==> src/rtl/memory_access_pkg.sv <==
// Shared definitions for the MEM pipeline stage: FSM state encoding and
// the register-index width used for destination register fields.
package memory_access_pkg;

    typedef enum logic {
        MA_IDLE,
        MA_ACCESS
    } mem_state_t;

    localparam int REG_IDX_W = 5;

endpackage

==> src/rtl/mux2.sv <==
// Generic two-input multiplexer: y = s ? d1 : d0.
module mux2 #(
    parameter int N = 64
) (
    input  logic [N-1:0] d0,
    input  logic [N-1:0] d1,
    input  logic         s,
    output logic [N-1:0] y
);

    // Pure select, no state.
    always_comb begin
        y = s ? d1 : d0;
    end

endmodule

==> src/rtl/memory_access.sv <==
// LEGv8 MEM stage: registers the EX/MEM boundary, resolves CBZ-style
// branches, runs loads/stores over a req/ack data-memory bus and stalls
// upstream while an access is outstanding.
//
// Handshake: an instruction is accepted on a rising edge where valid_E=1
// and stall_M=0; upstream holds its outputs while stall_M=1. The memory bus
// keeps dm_req/dm_we/dm_addr/dm_wdata stable until the first cycle with
// dm_ack=1, which completes the request in that same cycle.
module memory_access
    import memory_access_pkg::*;
#(
    parameter int N = 64
) (
    input  logic                 clk,
    input  logic                 reset,
    input  logic                 valid_E,
    input  logic [REG_IDX_W-1:0] rd_E,
    input  logic                 regWrite_E,
    input  logic                 memRead_E,
    input  logic                 memWrite_E,
    input  logic                 memtoReg_E,
    input  logic                 branch_E,
    input  logic                 zero_E,
    input  logic [N-1:0]         PCBranch_E,
    input  logic [N-1:0]         aluResult_E,
    input  logic [N-1:0]         writeData_E,
    output logic                 stall_M,
    output logic                 PCSrc_M,
    output logic [N-1:0]         PCBranch_M,
    output logic                 dm_req,
    output logic                 dm_we,
    output logic [N-1:0]         dm_addr,
    output logic [N-1:0]         dm_wdata,
    input  logic                 dm_ack,
    input  logic [N-1:0]         dm_rdata,
    output logic                 wb_valid,
    output logic                 wb_regWrite,
    output logic [REG_IDX_W-1:0] wb_rd,
    output logic [N-1:0]         wb_result,
    output mem_state_t           dbg_state
);

    mem_state_t           state_q, state_d;
    logic [REG_IDX_W-1:0] rd_q, rd_d;
    logic                 regwrite_q, regwrite_d;
    logic                 memtoreg_q, memtoreg_d;
    logic                 we_q, we_d;
    logic [N-1:0]         alu_q, alu_d;
    logic [N-1:0]         wdata_q, wdata_d;
    logic                 wb_valid_q, wb_valid_d;
    logic                 wb_regwrite_q, wb_regwrite_d;
    logic [REG_IDX_W-1:0] wb_rd_q, wb_rd_d;
    logic [N-1:0]         wb_result_q, wb_result_d;
    logic                 pcsrc_q, pcsrc_d;
    logic [N-1:0]         pcbranch_q, pcbranch_d;
    logic [N-1:0]         mem_result;
    logic                 in_access;

    // Load result vs. address-style result for a completing memory op.
    mux2 #(.N(N)) u_result_mux (
        .d0 (alu_q),
        .d1 (dm_rdata),
        .s  (memtoreg_q),
        .y  (mem_result)
    );

    assign in_access   = (state_q == MA_ACCESS);
    assign stall_M     = in_access;
    assign dm_req      = in_access;
    assign dm_we       = in_access & we_q;
    assign dm_addr     = in_access ? alu_q   : '0;
    assign dm_wdata    = in_access ? wdata_q : '0;
    assign PCSrc_M     = pcsrc_q;
    assign PCBranch_M  = pcbranch_q;
    assign wb_valid    = wb_valid_q;
    assign wb_regWrite = wb_regwrite_q;
    assign wb_rd       = wb_rd_q;
    assign wb_result   = wb_result_q;
    assign dbg_state   = state_q;

    // Next-state, capture and writeback logic; wb/branch strobes default to one-cycle pulses.
    always_comb begin
        state_d       = state_q;
        rd_d          = rd_q;
        regwrite_d    = regwrite_q;
        memtoreg_d    = memtoreg_q;
        we_d          = we_q;
        alu_d         = alu_q;
        wdata_d       = wdata_q;
        wb_valid_d    = 1'b0;
        wb_regwrite_d = 1'b0;
        wb_rd_d       = '0;
        wb_result_d   = '0;
        pcsrc_d       = 1'b0;
        pcbranch_d    = '0;
        case (state_q)
            MA_IDLE: begin
                if (valid_E) begin
                    if (memRead_E | memWrite_E) begin
                        // Both read and write set behaves as a store via we_d.
                        state_d    = MA_ACCESS;
                        rd_d       = rd_E;
                        regwrite_d = regWrite_E;
                        memtoreg_d = memtoReg_E;
                        we_d       = memWrite_E;
                        alu_d      = aluResult_E;
                        wdata_d    = writeData_E;
                    end else begin
                        wb_valid_d    = 1'b1;
                        wb_regwrite_d = regWrite_E;
                        wb_rd_d       = rd_E;
                        wb_result_d   = aluResult_E;
                        pcsrc_d       = branch_E & zero_E;
                        pcbranch_d    = PCBranch_E;
                    end
                end
            end
            MA_ACCESS: begin
                if (dm_ack) begin
                    state_d       = MA_IDLE;
                    wb_valid_d    = 1'b1;
                    wb_regwrite_d = regwrite_q;
                    wb_rd_d       = rd_q;
                    wb_result_d   = mem_result;
                end
            end
            default: state_d = MA_IDLE;
        endcase
    end

    // State and pipeline registers; async reset discards any pending access.
    always_ff @(posedge clk or negedge reset) begin
        if (!reset) begin
            state_q       <= MA_IDLE;
            rd_q          <= '0;
            regwrite_q    <= 1'b0;
            memtoreg_q    <= 1'b0;
            we_q          <= 1'b0;
            alu_q         <= '0;
            wdata_q       <= '0;
            wb_valid_q    <= 1'b0;
            wb_regwrite_q <= 1'b0;
            wb_rd_q       <= '0;
            wb_result_q   <= '0;
            pcsrc_q       <= 1'b0;
            pcbranch_q    <= '0;
        end else begin
            state_q       <= state_d;
            rd_q          <= rd_d;
            regwrite_q    <= regwrite_d;
            memtoreg_q    <= memtoreg_d;
            we_q          <= we_d;
            alu_q         <= alu_d;
            wdata_q       <= wdata_d;
            wb_valid_q    <= wb_valid_d;
            wb_regwrite_q <= wb_regwrite_d;
            wb_rd_q       <= wb_rd_d;
            wb_result_q   <= wb_result_d;
            pcsrc_q       <= pcsrc_d;
            pcbranch_q    <= pcbranch_d;
        end
    end

endmodule

==> config.mk <==
export PLATFORM = sky130hd
export DESIGN_NAME = memory_access
export DESIGN_NICKNAME = d
export VERILOG_FILES = /design/src/rtl/memory_access_pkg.sv /design/src/rtl/mux2.sv /design/src/rtl/memory_access.sv
export SDC_FILE = /design/constraint.sdc
export NUM_CORES = 1
export LEC_CHECK = 0
export ABC_AREA = 1
export CAP_MARGIN = 20
export CELL_PAD_IN_SITES_DETAIL_PLACEMENT = 1
export CELL_PAD_IN_SITES_GLOBAL_PLACEMENT = 1
export CORE_AREA = 2 2 208 210
export DETAILED_ROUTE_END_ITERATION = 16
export DIE_AREA = 0 0 210 212
export PLACE_DENSITY = 0.88
export SYNTH_ARGS = -nofsm -noshare
export SYNTH_HDL_FRONTEND = slang
export SYNTH_SLANG_ARGS = --single-unit
==> constraint.sdc <==
create_clock -name clk -period 1.7 [get_ports clk]
set_input_delay 0.255 -clock clk [delete_from_list [all_inputs] [get_ports clk]]
set_output_delay 0.255 -clock clk [all_outputs]
set_load 0.01 [all_outputs]
After elaboration in Yosys (flattened, before gate mapping)
Cells that the tools add are included.
- bits of input ports: 271
- logic and storage cells: 47
- register bits after elaboration: 273
- output and inout port bits: 268
- bitwise gates (word level): 4
- multiplexer cells: 29
- reductions and logical operators: 1
- operators with widths (kind ; count):
    $mux 64 ; 9
    $pmux 64 s2 ; 1
    $mux 5 ; 3
    $mux 1 ; 12
    $pmux 5 s2 ; 1
    $pmux 1 s2 ; 3
    $reduce_and 3->1 ; 1
    $and 1x1->1 ; 2
    $not 1->1 ; 1
    $or 1x1->1 ; 1

Depth between registers and ports, before layout
- word-level depth: 4
- mapped depth: 7
- gate-level depth less buffers: 5

Modules after synthesis
Synthesis repeated with hierarchy kept, for this count alone.
- cell total of the unflattened synthesis: 1587
- area total of the unflattened synthesis: 12289.3 µm²
- by module, submodules not included (module ; times used ; area each (µm²) ; cells an instance ; seq. area each (µm²)):
    memory_access ; 1 ; 11444.7 ; 1381 ; 6831.6
    mux2 ; 1 ; 844.6 ; 206 ; 0.0

Least setup slack after synthesis
OpenSTA, ideal clock, no wires.
- path kind: reg2out
- from: register state_q (netlist: dbg_state)
- to: output port dm_addr[26]
- required time: 1.445 ns
- path buffers: 3
- data arrival time: 1.162 ns
- setup slack: 0.283 ns
- stages on the path, launching flop included: 6
- cells stage by stage: dfrtp_1 > buf_4 > clkbuf_1 > buf_2 > nand2_1 > inv_1
- cells in the longest elaborated chain, start to end: 1
- RTL lines (item ; RTL line ; source):
    from (decl) ; memory_access.sv:43 ; mem_state_t state_q, state_d;
    from (signal assigned) ; memory_access.sv:148 ; state_q <= state_d;
    $mux 64 ; memory_access.sv:71 ; assign dm_addr = in_access ? alu_q : '0;
    to (decl) ; memory_access.sv:32 ; output logic [N-1:0] dm_addr,
No other way between the ends.

Worst setup path in the final report
- from: register state_q (netlist: dbg_state)
- to: register wb_result_q[36] (netlist: wb_result[36])
- cells in the longest elaborated chain, start to end: 2
- RTL lines (item ; RTL line ; source):
    $not 1->1 ; n/a ;
    $pmux 64 s2 (*) ; memory_access.sv:96 ; case (state_q)
    named net wb_result_d[36] ; memory_access.sv:53 ; logic [N-1:0] wb_result_q, wb_result_d;
    to (signal assigned) ; memory_access.sv:158 ; wb_result_q <= wb_result_d;
    to (decl) ; memory_access.sv:53 ;
Mark *: on every way through the listed nets, which the timed path passes. The rest lies on a longest branch.
A chain may end at the register's enable or synchronous reset.

==> flow_summary.ini <==
[job]
drv_cap = 0

[clock_tree]
cts_tree = done
path_clk_slew_ps = 60
cts_root_buffer = clkbuf_16
numCtsBuffers = 34
cts_buffer_depth = 3
clock_latency_ps = 540
htreeDepth = 2
clkSinkCount = 273

[cells_and_area]
final-seq-area_sq_um = 6837
drive_above_1_share_pct = 36.69
design_area_sq_um = 24570
multiInputGateArea_sq_um = 6171
syn_to_final_growth_pct = 96.21
final_core_util_pct = 57.82
fin_cells = 2875
final_nets = 2572
fillers = 4553

[synth]
synth.distinct_cells = 15
ys_seq_area_share_pct = 54.55
synth_fp_nets = 1922
yosys_warnings = 0
synthesis.area_sq_um = 12520
avgSynthCellArea_sq_um = 7.586
synth_seq_cells = 273
synthCells = 1651

[grt]
grt_pass1_vias = 14900
grt_max_degree = 72
antenna_found_initial = 10
grt_pass1_wl_um = 87980
gr-total-overflow = 0
grt_usage_pct = 26.20

[timing]
slew_headroom_pct = 67.83
tightest_slew_ps = 482.6
finalCriticalPeriod_ps = 2088
maxSlewViolCount = 0
setup_viol = 438
skew_ps = 18.26
setup_slack_ps = -388.4
final-hold-violation-count = 0
period_share_pct = 122.8
rsz0062_at_grt = yes
fmax_mhz = 478.8

[detailed_routing]
vias_per_cell = 5.233
drt_iter0_markers = 1033
ant_nets = 0
routedWlPerCell_um = 27.49
drt-total-wl_um = 79020
drc_errors = 0
dr.pass1.iters = 5
vias = 15050

[floorplanning]
core-area_sq_um = 42510
num_rows = 76
die_h_um = 212
io_pins = 539
start_util_pct = 29.47
die_area_sq_um = 44520
die_w_um = 210

[placed_design]
dpl-instance-area_sq_um = 19030
dp_cells = 2708
place.gp.congestion = 0.9206
io_buffer_count = 538
hpwl_um = 38360

[power]
power_density_nw_per_um2 = 1033
power.switching_mw = 9.223
leakage_nw = 13.24
comb_power_share_pct = 35.7
power.total_mw = 25.38
seqPwrFrac_pct = 34.5
ir_drop_uv = 780.2
clkPwrFrac_pct = 29.8
power.internal_mw = 16.16
switching_share_pct = 36.34

[min_path]
min_path_type = input pin to asynchronous set/reset pin

[setup_path]
critPathMaxFanout = 8
cp-start-kind = register
end_kind = register
cp.arrival_ps = 2530
cp.required_ps = 2150
worstSetupPathType = register to register

[status]
status = finished, violations left
violations = setup timing
-- per-layer routing --
layer  vias up  GRT usage (%)  part of all wire (%)
met2       948          47.18                    51
li1       6185              -                     -
met4         4          13.03                   6.6
met1      7577          29.36                    35
met3       332          5.657                   7.1
met5         -              0                 0.034
-- worst paths after layout --
check | from | endpoint | slack [ps] | cells past startpoint
max | dbg_state | wb_result[36] | -390 | 9
min | reset | alu_q[51] | 230 | 2
max reg2reg | dbg_state | wb_result[36] | -390 | 9
min reg2reg | regwrite_q | regwrite_q | 510 | 2
max in group asynchronous | reset | wdata_q[14] | 650 | 3
min in group clk | PCBranch_E[37] | PCBranch_M[37] | 240 | 3
-- timing repair --
item / 4_1_cts / 5_1_grt
gates resized for setup: 819 / 638
setup buffers: 29 / 27
hold buffers: 1 / 0
cloned: 16 / 39
pin swaps: 9 / 86
setup endpoints to repair: 365 / 473
endpoints found under the hold margin: 61 / 0
-- power by group through the flow --
stage / clock network, mW / logic [mW] / registers [mW]
global route: 7.84 / 9.47 / 8.80
detailed placement: 0 / 5.77 / 8.22
floorplan: 0 / 2.40 / 8.08
CTS: 7.42 / 6.65 / 8.26
finish: 7.56 / 9.07 / 8.76
global placement: 0 / 5.52 / 8.17
-- cell usage after synthesis --
master,count,share of area (%)
buf_1,11,0.33
buf_2,48,1.9
buf_4,7,0.42
buf_6,10,0.90
clkbuf_1,26,0.78
dfrtp_1,273,55
inv_1,324,9.7
inv_2,3,0.090
nand2_1,611,18
nand2_2,1,0.050
nand3_1,269,11
nor2_1,65,1.9
nor2_2,1,0.050
nor2_8,1,0.16
o21ai_0,1,0.040
-- sequential cells by signal, summed over array words and instances, names as in the netlist --
name and count:
PCBranch_M 64, alu_q 64, wb_result 64, wdata_q 64, rd_q 5, wb_rd 5
PCSrc_M 1, dbg_state 1, memtoreg_q 1, regwrite_q 1, wb_regWrite 1, wb_valid 1
we_q 1
-- final cells by class --
cell class / instances / area share, %
clock inverter: 4 / 0.1986
multi-input combinational: 953 / 25.11
clock buffer: 53 / 4.297
antenna: 7 / 0.07128
timing repair buffer: 712 / 34.70
tap: 546 / 2.780
inverter: 327 / 5.025
sequential: 273 / 27.82
-- placed cells by master (no fill, tap or decap), drive strengths merged --
master and instances:
nand2 616, inv 327, bufinv 1, dfrtp 273, buf 278, diode 7
nand3 269, nor2 67, dlygate4sd3 1, clkdlybuf4s50 405, clkbuf 81, clkinv 3
o21ai 1
-- per-stage QoR --
step | TNS, ps | setup WS [ps] | hold slack, ps
6_report | -102910 | -388.4 | 226.3
5_1_grt | -120420 | -438.3 | 232.0
4_1_cts | -69300 | -334.0 | 212.1
3_5_place_dp | -4605 | -115.8 | 202.4
3_3_place_gp | -1768 | -50.24 | 190.9
2_1_floorplan | 0 | 283.4 | -40.59
-- worst max-delay path, cell delays in order, from the launching register on --
cell and delay (ps):
dfrtp_4 520, buf_12 180, buf_12 160, buf_8 140, nor2_8 150, clkbuf_16 220, clkbuf_16 180, clkbuf_16 150
nand3_1 90, nand2_1 180
-- cells by family after synthesis --
family | count (synthesis) | synth area share, %
flops | 273 | 54.55
compound gates | 1 | 0.03992
simple gates | 948 | 31.27
buf+inv | 429 | 14.15
Power figures use the tool's default switching activity.
